### src/rtl/conv_pkg.sv
// Shared types and helpers for the streaming convolution datapath.
// Holds the control state encoding and the signed clamp used for products and sums.
package conv_pkg;

    typedef enum logic [1:0] {
        LOAD,
        COMPUTE,
        OUT
    } conv_state_t;

    localparam int SAT_W = 64;

    // Clamp a sign-extended value into the signed range of 'width' bits.
    function automatic logic signed [SAT_W-1:0] sat(input logic signed [SAT_W-1:0] val,
                                                    input int width);
        logic signed [SAT_W-1:0] hi;
        logic signed [SAT_W-1:0] lo;
        hi = (64'sd1 <<< (width - 1)) - 64'sd1;
        lo = -(64'sd1 <<< (width - 1));
        if (val > hi) return hi;
        if (val < lo) return lo;
        return val;
    endfunction

endpackage

### src/rtl/conv_stream_sat_if.sv
// Stream bundle for the convolver: x samples in, f coefficients in, y results out.
// The slave view belongs to the convolver; the master view belongs to its neighbours.
interface conv_stream_sat_if #(
    parameter int WIDTH = 20
);
    logic signed [WIDTH-1:0] s_data_in_x;
    logic                    s_valid_x;
    logic                    s_ready_x;
    logic signed [WIDTH-1:0] s_data_in_f;
    logic                    s_valid_f;
    logic                    s_ready_f;
    logic signed [WIDTH-1:0] m_data_out_y;
    logic                    m_valid_y;
    logic                    m_ready_y;

    modport slave (
        input  s_data_in_x, s_valid_x, s_data_in_f, s_valid_f, m_ready_y,
        output s_ready_x, s_ready_f, m_data_out_y, m_valid_y
    );

    modport master (
        output s_data_in_x, s_valid_x, s_data_in_f, s_valid_f, m_ready_y,
        input  s_ready_x, s_ready_f, m_data_out_y, m_valid_y
    );
endinterface

### src/rtl/conv_mac_sat.sv
// Saturating multiply-accumulate: registered clamped product, clamped running sum,
// and an optional ReLU applied only to the value presented at the output.
module conv_mac_sat
    import conv_pkg::*;
#(
    parameter int WIDTH = 20,
    parameter bit RELU  = 1'b1
) (
    input  logic                    clk,
    input  logic                    reset,
    input  logic                    clr,
    input  logic                    in_vld,
    input  logic signed [WIDTH-1:0] x,
    input  logic signed [WIDTH-1:0] f,
    output logic signed [WIDTH-1:0] y
);
    localparam int PW = 2 * WIDTH;
    localparam int SW = WIDTH + 1;

    logic signed [WIDTH-1:0] prod_q, prod_d;
    logic signed [WIDTH-1:0] acc_q, acc_d;
    logic                    prod_vld_q, prod_vld_d;
    logic signed [PW-1:0]    prod_full;
    logic signed [SW-1:0]    sum;

    always_comb begin
        prod_full  = PW'(x) * PW'(f);
        prod_d     = WIDTH'(sat(SAT_W'(prod_full), WIDTH));
        prod_vld_d = in_vld && !clr;
        sum        = SW'(acc_q) + SW'(prod_q);
        acc_d      = acc_q;
        if (clr) begin
            acc_d = '0;
        end else if (prod_vld_q) begin
            acc_d = WIDTH'(sat(SAT_W'(sum), WIDTH));
        end
    end

    always_ff @(posedge clk) begin
        if (reset) begin
            prod_q     <= '0;
            prod_vld_q <= 1'b0;
            acc_q      <= '0;
        end else begin
            prod_q     <= prod_d;
            prod_vld_q <= prod_vld_d;
            acc_q      <= acc_d;
        end
    end

    // Negative sums are only clamped here, so intermediate taps keep their sign.
    assign y = (RELU && acc_q[WIDTH-1]) ? '0 : acc_q;
endmodule

### src/rtl/memory.sv
// Single-port synchronous RAM: one address shared by write and read,
// read data registered and available the cycle after the address is presented.
module memory #(
    parameter int WIDTH = 20,
    parameter int DEPTH = 20,
    parameter int ADDR  = 5
) (
    input  logic             clk,
    input  logic             we,
    input  logic [ADDR-1:0]  addr,
    input  logic [WIDTH-1:0] wdata,
    output logic [WIDTH-1:0] rdata
);
    logic [WIDTH-1:0] mem_q [DEPTH];
    logic [WIDTH-1:0] rd_q;
    logic [WIDTH-1:0] rd_d;

    always_comb begin
        rd_d = mem_q[addr];
    end

    always_ff @(posedge clk) begin
        if (we) mem_q[addr] <= wdata;
        rd_q <= rd_d;
    end

    assign rdata = rd_q;
endmodule

### src/rtl/conv_stream_sat.sv
// 1-D streaming convolver: buffers one frame of x and f, then emits
// LENX-LENF+1 saturated dot products, one per handshake on the y stream.
module conv_stream_sat
    import conv_pkg::*;
#(
    parameter int WIDTH = 20,
    parameter int LENX  = 20,
    parameter int LENF  = 13,
    parameter bit RELU  = 1'b1,
    parameter int ADDRX = (LENX > 1) ? $clog2(LENX) : 1,
    parameter int ADDRF = (LENF > 1) ? $clog2(LENF) : 1
) (
    input logic             clk,
    input logic             reset,
    conv_stream_sat_if.slave bus
);
    localparam int XCW = ADDRX + 1;
    localparam int FCW = ADDRF + 1;
    localparam int CCW = $clog2(LENF + 3) + 1;
    localparam logic [XCW-1:0] LENX_C  = XCW'(LENX);
    localparam logic [FCW-1:0] LENF_C  = FCW'(LENF);
    localparam logic [XCW-1:0] LAST_I  = XCW'(LENX - LENF);
    localparam logic [CCW-1:0] TAPS    = CCW'(LENF);
    localparam logic [CCW-1:0] CYC_END = CCW'(LENF + 2);

    conv_state_t      state_q, state_d;
    logic [XCW-1:0]   wcnt_x_q, wcnt_x_d;
    logic [FCW-1:0]   wcnt_f_q, wcnt_f_d;
    logic [XCW-1:0]   idx_q, idx_d;
    logic [CCW-1:0]   cyc_q, cyc_d;
    logic             rd_vld_q, rd_vld_d;

    logic             ready_x, ready_f, we_x, we_f, loaded, rd_en, acc_clr;
    logic [ADDRX-1:0] addr_x;
    logic [ADDRF-1:0] addr_f;
    logic [WIDTH-1:0] rd_x, rd_f;
    logic signed [WIDTH-1:0] mac_y;

    // Readies are held low while reset is asserted, not only after it is sampled.
    always_comb begin
        ready_x = !reset && (state_q == LOAD) && (wcnt_x_q < LENX_C);
        ready_f = !reset && (state_q == LOAD) && (wcnt_f_q < LENF_C);
        we_x    = bus.s_valid_x && ready_x;
        we_f    = bus.s_valid_f && ready_f;
        loaded  = (wcnt_x_q == LENX_C) && (wcnt_f_q == LENF_C);
        rd_en   = (state_q == COMPUTE) && (cyc_q < TAPS);
        addr_x  = (state_q == LOAD) ? wcnt_x_q[ADDRX-1:0] : ADDRX'(idx_q + XCW'(cyc_q));
        addr_f  = (state_q == LOAD) ? wcnt_f_q[ADDRF-1:0] : ADDRF'(cyc_q);
    end

    // Each output takes LENF reads plus three pipeline stages before OUT.
    always_comb begin
        state_d  = state_q;
        wcnt_x_d = wcnt_x_q + XCW'(we_x);
        wcnt_f_d = wcnt_f_q + FCW'(we_f);
        idx_d    = idx_q;
        cyc_d    = cyc_q;
        rd_vld_d = rd_en;
        acc_clr  = 1'b0;
        case (state_q)
            LOAD: begin
                if (loaded) begin
                    state_d = COMPUTE;
                    idx_d   = '0;
                    cyc_d   = '0;
                    acc_clr = 1'b1;
                end
            end
            COMPUTE: begin
                if (cyc_q == CYC_END) state_d = OUT;
                else cyc_d = cyc_q + CCW'(1);
            end
            OUT: begin
                if (bus.m_ready_y) begin
                    if (idx_q == LAST_I) begin
                        state_d  = LOAD;
                        wcnt_x_d = '0;
                        wcnt_f_d = '0;
                    end else begin
                        state_d = COMPUTE;
                        idx_d   = idx_q + XCW'(1);
                        cyc_d   = '0;
                        acc_clr = 1'b1;
                    end
                end
            end
            default: state_d = LOAD;
        endcase
    end

    always_ff @(posedge clk) begin
        if (reset) begin
            state_q  <= LOAD;
            wcnt_x_q <= '0;
            wcnt_f_q <= '0;
            idx_q    <= '0;
            cyc_q    <= '0;
            rd_vld_q <= 1'b0;
        end else begin
            state_q  <= state_d;
            wcnt_x_q <= wcnt_x_d;
            wcnt_f_q <= wcnt_f_d;
            idx_q    <= idx_d;
            cyc_q    <= cyc_d;
            rd_vld_q <= rd_vld_d;
        end
    end

    memory #(.WIDTH(WIDTH), .DEPTH(LENX), .ADDR(ADDRX)) u_mem_x (
        .clk   (clk),
        .we    (we_x),
        .addr  (addr_x),
        .wdata (bus.s_data_in_x),
        .rdata (rd_x)
    );

    memory #(.WIDTH(WIDTH), .DEPTH(LENF), .ADDR(ADDRF)) u_mem_f (
        .clk   (clk),
        .we    (we_f),
        .addr  (addr_f),
        .wdata (bus.s_data_in_f),
        .rdata (rd_f)
    );

    conv_mac_sat #(.WIDTH(WIDTH), .RELU(RELU)) u_mac (
        .clk    (clk),
        .reset  (reset),
        .clr    (acc_clr),
        .in_vld (rd_vld_q),
        .x      (rd_x),
        .f      (rd_f),
        .y      (mac_y)
    );

    assign bus.s_ready_x    = ready_x;
    assign bus.s_ready_f    = ready_f;
    assign bus.m_valid_y    = (state_q == OUT);
    assign bus.m_data_out_y = (state_q == OUT) ? mac_y : '0;
endmodule

### src/flat_wrapper.sv
// flat-port wrapper written by rule: the top's interface ports become plain ports
module conv_stream_sat_flat import conv_pkg::*;
#(
    parameter int WIDTH = 20,
    parameter int LENX  = 20,
    parameter int LENF  = 13,
    parameter bit RELU  = 1'b1,
    parameter int ADDRX = (LENX > 1) ? $clog2(LENX) : 1,
    parameter int ADDRF = (LENF > 1) ? $clog2(LENF) : 1
)
  (clk, reset, bus_s_data_in_x, bus_s_valid_x, bus_s_data_in_f, bus_s_valid_f, bus_m_ready_y, bus_s_ready_x, bus_s_ready_f, bus_m_data_out_y, bus_m_valid_y);
  conv_stream_sat_if #(.WIDTH(WIDTH)) bus_i ();
  input logic clk;
  input logic reset;
  input wire logic [$bits(bus_i.s_data_in_x)-1:0] bus_s_data_in_x;
  input wire logic [$bits(bus_i.s_valid_x)-1:0] bus_s_valid_x;
  input wire logic [$bits(bus_i.s_data_in_f)-1:0] bus_s_data_in_f;
  input wire logic [$bits(bus_i.s_valid_f)-1:0] bus_s_valid_f;
  input wire logic [$bits(bus_i.m_ready_y)-1:0] bus_m_ready_y;
  output wire logic [$bits(bus_i.s_ready_x)-1:0] bus_s_ready_x;
  output wire logic [$bits(bus_i.s_ready_f)-1:0] bus_s_ready_f;
  output wire logic [$bits(bus_i.m_data_out_y)-1:0] bus_m_data_out_y;
  output wire logic [$bits(bus_i.m_valid_y)-1:0] bus_m_valid_y;
  assign bus_i.s_data_in_x = bus_s_data_in_x;
  assign bus_i.s_valid_x = bus_s_valid_x;
  assign bus_i.s_data_in_f = bus_s_data_in_f;
  assign bus_i.s_valid_f = bus_s_valid_f;
  assign bus_i.m_ready_y = bus_m_ready_y;
  assign bus_s_ready_x = bus_i.s_ready_x;
  assign bus_s_ready_f = bus_i.s_ready_f;
  assign bus_m_data_out_y = bus_i.m_data_out_y;
  assign bus_m_valid_y = bus_i.m_valid_y;
  conv_stream_sat #(.WIDTH(WIDTH), .LENX(LENX), .LENF(LENF), .RELU(RELU), .ADDRX(ADDRX), .ADDRF(ADDRF)) u_core (.clk(clk), .reset(reset), .bus(bus_i));
endmodule
### config.mk
export PLATFORM = sky130hd
export DESIGN_NAME = conv_stream_sat_flat
export DESIGN_NICKNAME = d
export VERILOG_FILES = /design/src/rtl/conv_pkg.sv /design/src/rtl/conv_stream_sat_if.sv /design/src/rtl/conv_mac_sat.sv /design/src/rtl/memory.sv /design/src/rtl/conv_stream_sat.sv /design/src/flat_wrapper.sv
export SDC_FILE = /design/constraint.sdc
export NUM_CORES = 2
export LEC_CHECK = 0
export CAP_MARGIN = 20
export CELL_PAD_IN_SITES_DETAIL_PLACEMENT = 1
export CELL_PAD_IN_SITES_GLOBAL_PLACEMENT = 2
export CORE_ASPECT_RATIO = 0.8
export CORE_MARGIN = 5
export CORE_UTILIZATION = 50
export DETAILED_ROUTE_END_ITERATION = 6
export GPL_TIMING_DRIVEN = 0
export PLACE_DENSITY_LB_ADDON = 0.2
export RECOVER_POWER = 100
export SYNTH_ARGS = -nofsm -noshare
export SYNTH_HDL_FRONTEND = slang
export SYNTH_SLANG_ARGS = --single-unit
### constraint.sdc
create_clock -name clk -period 23.6 [get_ports clk]
set_input_delay 3.54 -clock clk [delete_from_list [all_inputs] [get_ports clk]]
set_output_delay 3.54 -clock clk [all_outputs]
set_load 0.05 [all_outputs]
## Word level (Yosys, flattened, before mapping)

Memories as Yosys holds them, arrays and structs flattened. A register that Yosys moved wholly into a read port is not among the register bits.
Cells that the tools add are included.

- Flip-flop bits (word level): 66
- RAM bits: 660
- Input port bits: 45
- Output and inout bits: 23
- Memories kept: 2

- Add/subtract/negate cells: 6
- Multipliers: 1
- Magnitude comparators: 7
- Eq/ne operators: 11
- Multiplexer cells: 50
- Reduce and logical (&&, ||, !) cells: 17

Memory list:

| name | depth | width | read ports | clocked after Yosys merged registers in | wr ports | RTL line | RTL |
|---|---|---|---|---|---|---|---|
| u_core.u_mem_x.mem_q | 20 | 20 | 1 | 1 | 1 | memory.sv:14 | `logic [WIDTH-1:0] mem_q [DEPTH];` |
| u_core.u_mem_f.mem_q | 13 | 20 | 1 | 1 | 1 | memory.sv:14 |  |

Operator list:

| kind | number |
|---|---|
| $mux W20 | 8 |
| $gt A40 B20 Y1 const B | 1 |
| $lt A40 B20 Y1 const B | 1 |
| $mul A20 B20 Y40 | 1 |
| $mux W5 | 8 |
| $mux W19 | 2 |
| $mux W6 | 6 |
| $add A20 B20 Y21 | 1 |
| $gt A21 B20 Y1 const B | 1 |
| $lt A21 B20 Y1 const B | 1 |
| $mux W1 | 18 |
| $pmux W5 S3 | 1 |
| $pmux W6 S2 | 1 |
| $eq A5 B4 Y1 const B | 2 |
| $lt A5 B4 Y1 const B | 2 |
| $logic_and A1 B1 Y1 | 8 |
| $ne A2 B2 Y1 const B | 4 |
| $add A6 B1 Y6 | 1 |
| $add A6 B1 Y6 const B | 1 |
| $eq A6 B3 Y1 const B | 1 |
| $eq A6 B5 Y1 const B | 1 |
| $lt A6 B5 Y1 const B | 1 |
| $mux W2 | 3 |
| $pmux W2 S3 | 1 |
| other kinds (16) | 17 |

## Longest topological paths before layout

- Word-level depth: 10
- Depth in mapped cells: 30
- Gate-level depth less buffers: 27

## Modules after synthesis

Synthesis repeated with hierarchy kept, for this count alone.

- Cell total of the unflattened synthesis: 3507
- Area total of the unflattened synthesis: 46000.4 um^2

Modules (own cells, without submodules):

| module | instances | cells an instance | area each (um^2) | sequential area each (um^2) |
|---|---|---|---|---|
| conv_mac_sat | 1 | 2040 | 18247.5 | 820.8 |
| memory (u_core.u_mem_x) | 1 | 832 | 15850.2 | 12411.9 |
| memory (u_core.u_mem_f) | 1 | 447 | 10269.8 | 8207.9 |
| conv_stream_sat | 1 | 188 | 1632.8 | 500.5 |

## Worst setup path after synthesis

Ideal clock, no wire load.

- Kind: in2out
- From: in reset
- To: out bus_s_ready_x
- Arrival time: 5.470 ns
- Required time: 20.060 ns
- Setup slack: 14.590 ns
- Stages on the path: 2
- Cell sequence: clkbuf_1 -> nor4b_1

- Word-level cells in the longest chain between the ends: 3

RTL lines:

| what | RTL line | RTL |
|---|---|---|
| start: declaration | flat_wrapper.sv:14 | `input logic reset;` |
| $logic_not A1 Y1 | conv_stream_sat.sv:41 | `ready_x = !reset && (state_q == LOAD) && (wcnt_x_q < LENX_C);` |
| $logic_and A1 B1 Y1 (2 in a row) | conv_stream_sat.sv:41 |  |
| end: declaration | flat_wrapper.sv:20 | `output wire logic [$bits(bus_i.s_ready_x)-1:0] bus_s_ready_x;` |

Every way passes these cells.

## Final worst setup path

- From: reg u_core.u_mem_f.rd_q[2] (netlist: u_core.u_mem_f.rdata[2]) (read register of u_core.u_mem_f.mem_q)
- To: reg u_core.u_mac.prod_q[4]

- Word-level cells in the longest chain between the ends: 6
- Elaborated cells on any way between the ends: 9
- Classes of those cells: mul: 1; order compare: 2; mux: 6

RTL lines:

| what | RTL line | RTL |
|---|---|---|
| start: declaration | memory.sv:15 | `logic [WIDTH-1:0] rd_q;` |
| $mul A20 B20 Y40 (*) | conv_mac_sat.sv:27 | `prod_full = PW'(x) * PW'(f);` |
| $lt A40 B20 Y1 | conv_pkg.sv:21 | `if (val < lo) return lo;` |
| $mux W1 (2 in a row) | conv_pkg.sv:21 |  |
| $mux W20 | conv_pkg.sv:22 | `return val;` |
| $mux W20 (*) | conv_pkg.sv:21 |  |
| end signal: assignment | conv_mac_sat.sv:45 | `prod_q <= prod_d;` |
| end: declaration | conv_mac_sat.sv:20 | `logic signed [WIDTH-1:0] prod_q, prod_d;` |

Every way passes the cells marked *; elsewhere a longest branch is shown, timed or not. The select of a mux whose other input is x is not followed.
A chain may end at the register's enable or synchronous reset.

==> summary.md <==
| Metric | Value |
|---|---|
| RR Startpoint | `u_core.u_mem_f.rdata[2]` |
| Antenna violations before repair | `11` |
| Fmax | `94.6 MHz` |
| Post-CTS sizing | `0` |
| I/O Buffers | `65` |
| Crit. Startpoint | `u_core.u_mem_f.rdata[2]` |
| Via-to-Cell Ratio | `5.81` |
| Post-synthesis mux area share | `0.0856` |
| Min-Delay Endpoint | `u_core.u_mac.acc_q[12]` |
| Synth Area in Compound Gates | `0.0513` |
| Vias in the first global route | `31.1k` |
| Setup TNS | `0 ns` |
| Worst r2r path cells | `27` |
| IO Pins | `68` |
| Status | `complete, but fails checks` |
| Busiest grt layer | `met2` |
| Worst R2R End | `u_core.u_mac.prod_q[4]` |
| Crit start category | `flip-flop` |
| Post-synthesis simple-gate area fraction | `0.0909` |
| Root Driver | `clkbuf_16` |
| TritonCTS buffer count | `78` |
| H-tree levels | `3` |
| Wire per inst | `26.9 microns` |
| Largest net degree at the start of global routing | `21` |
| Hold-fix buffers at CTS | `0` |
| Worst Skew | `0.0426 ns` |
| Most used cell, CP | `fa_1` |
| Row count | `98` |
| RSZ-0062 raised after global routing | `false` |
| Most common cell after layout, fill and taps aside | `edfxtp_1` |
| Nets | `4177` |
| Clock slew at reported path FFs | `0.06 ns` |
| Fraction of registers with async set/reset | `0` |
| Routing usage on met2 | `0.450` |
| # setup viols final | `0` |
| Most frequent cells in the layout | `edfxtp_1, inv_1, fa_1` |
| Critical path type | `reg2reg` |
| Maxcap violations | `4` |
| Slowest cell on crit path | `o41ai_1` |
| Hold_sp | `u_core.u_mac.acc_q[12]` |
| Setup Buffers After CTS | `0` |
| Post-synth EDFFs | `660` |
| Reg2reg setup slack | `13.03 ns` |
| Mean area per synthesized cell | `13.4 sq um` |
| Pre-antenna DRT Iters | `5` |
| CTS Sinks | `766` |
| Cell area after synthesis | `45400 sq um` |
| Critical Path RT | `23.97 ns` |
| Crit path DAT | `10.94 ns` |
| Actual slew at the worst max-slew pin | `2.49 ns` |
| Class of the worst hold path | `reg2reg` |
| Die height | `280 microns` |
| FF+latch area | `21900 sq um` |
| Core ar. | `89800 sq um` |
| GRT Total Usage | `0.272` |
| GRT met1 Usage | `0.381` |
| Crit path largest cell delay | `1.09 ns` |
| Sequential fraction of the synthesis area | `0.483` |
| Remaining antenna violation count | `0` |
| Slew HR | `-0.663` |
| Die Width | `347 microns` |
| Worst Hold Depth | `2` |
| Remaining routing DRC violations | `0` |
| Xor and xnor fraction of the mapped netlist area | `0.0133` |
| Syn_nets | `3983` |
| Multi-input gate area | `21100 sq um` |
| WL final | `130000 microns` |
| Layout cells sized above 1 | `0.0825` |
| Overflow after GRT | `0` |
| CP max FO | `10` |
| Clock insertion delay at the later pin of the skew report | `0.65 ns` |
| First-pass GRT wire length | `198000 microns` |
| Slew Limit Fails | `51` |
| Final Hold Fails | `0` |
| Grt met3 use | `0.0413` |
| Largest family of logic cells by synthesized area | `adder cells` |
| Via Count | `28.1k` |
| Crit share post-route | `0.448` |
| Synth warn | `0` |
| Minimum clock period | `10.57 ns` |
| P&R area growth vs syn | `10.9%` |
| Yosys reg bits | `766` |
| CTS max path bufs | `3` |
| Routability Congestion | `0.881` |
| Failing checks | `capacitance limit, slew limit` |
| Adder-cell share of the synthesized area | `0.224` |
| Post-DP HPWL | `98300 microns` |
| Filler cells | `8876` |
| CTS tree | `yes` |
| Worst Setup End Kind | `flip-flop` |
| Die area | `97000 sq um` |
| Most used DFF post-synth | `edfxtp_1` |
| Cell count after synthesis | `3378` |
| Starting density of the core | `0.506` |
| Starting DRT DRC Count | `2454` |
| Distinct cells, synth | `78` |
worst max-delay path by stage:
stage / endpoint / slack (ns)
after floorplan: bus_s_ready_x / 14.59
after global placement: bus_s_ready_x / 13.92
after detailed placement: u_core.u_mac.prod_q[6] / 13.83
after CTS: u_core.u_mac.prod_q[6] / 13.79
after global routing: u_core.u_mac.prod_q[4] / 12.38
final: u_core.u_mac.prod_q[4] / 13.03
critical path: cells and delay by family (launching register included):
kind	cells	cell delay, ns
compound gates	5	2.48
fa+ha+maj	8	4.35
buf+inv	7	1.39
flops	1	0.46
simple gates	7	1.62
registers in the layout, summed over array words and instances (netlist names):
signal                   count
u_core.cyc_q                 5
u_core.idx_q                 6
u_core.rd_vld_q              1
u_core.state_q               2
u_core.u_mac.acc_q          20
u_core.u_mac.prod_q         20
u_core.u_mac.prod_vld_q      1
u_core.u_mem_f.mem_q       260
u_core.u_mem_f.rdata        20
u_core.u_mem_x.mem_q       400
u_core.u_mem_x.rdata        20
u_core.wcnt_f_q              5
u_core.wcnt_x_q              6
final cells by class:
class	count	share of cell area
diodes	5	0.000248
plain buffers	161	0.0122
clock buffers	107	0.0431
clock inverters	36	0.00857
inverters	457	0.0341
multi-input cells	1994	0.419
flip-flops and latches	766	0.436
well taps	1200	0.0298
repair buffers	114	0.0174
synthesized netlist by cell type (4+ instances only):
cell	n	area (sq um)
edfxtp_1	660	19800
inv_1	457	1720
fa_1	422	8450
nand2_1	279	1050
and2_1	276	1730
mux4_2	160	3600
ha_1	138	1730
clkbuf_1	137	514
nor2_1	128	480
dfxtp_1	106	2120
o21ai_0	81	405
a21oi_1	80	400
xnor2_1	46	403
a211oi_1	33	248
mux2i_1	27	270
nor3_1	26	130
a31oi_1	24	150
nand3_1	24	120
xor2_1	23	201
a221o_1	21	210
o21ai_1	18	90.1
buf_1	17	63.8
nand2b_1	17	106
a21o_1	14	105
nand4_1	13	81.3
o211ai_1	10	75.1
o31ai_1	10	75.1
and3_1	9	56.3
o21a_1	9	67.6
or3_1	9	56.3
nor4_1	8	50.1
nor2b_1	7	43.8
o21bai_1	7	52.6
and4_1	6	52.6
buf_2	5	25.0
or2_2	5	31.3
a211o_1	4	35.0
o211a_1	4	40.0
o31a_1	4	35.0
cells by family (layout without fill, tap and decap cells):
kind of cell | count (synthesis) | in the layout
AO/OA/AOI/OAI | 352 | 352
AND/OR/NAND/NOR | 824 | 824
XOR/XNOR | 69 | 69
multiplexers | 188 | 188
buffers and inverters | 618 | 875
adder cells (fa/ha/maj) | 560 | 560
flip-flops | 766 | 766
other | 1 | 6
through the flow:
stage	hold slack, ns	instance area, sq um	setup slack, ns	cells	utilization
after floorplan	0.406	45400	14.59	3378	-
after global placement	0.457	47600	13.92	4643	0.530
after detailed placement	0.475	48400	13.83	4688	0.539
after CTS	0.485	51000	13.79	4831	0.568
after global routing	0.522	50400	12.38	4835	0.561
final	0.481	50400	13.03	4840	0.561
layer usage:
layer,vias up,wire length (microns)
met5,-,37
met1,14943,55500
li1,12032,-
met2,972,63000
met3,184,8250
met4,6,3490
Power is left out: the tool's default activity adds up to more than one toggle a clock period on the data nets, which glitch-free logic cannot reach.
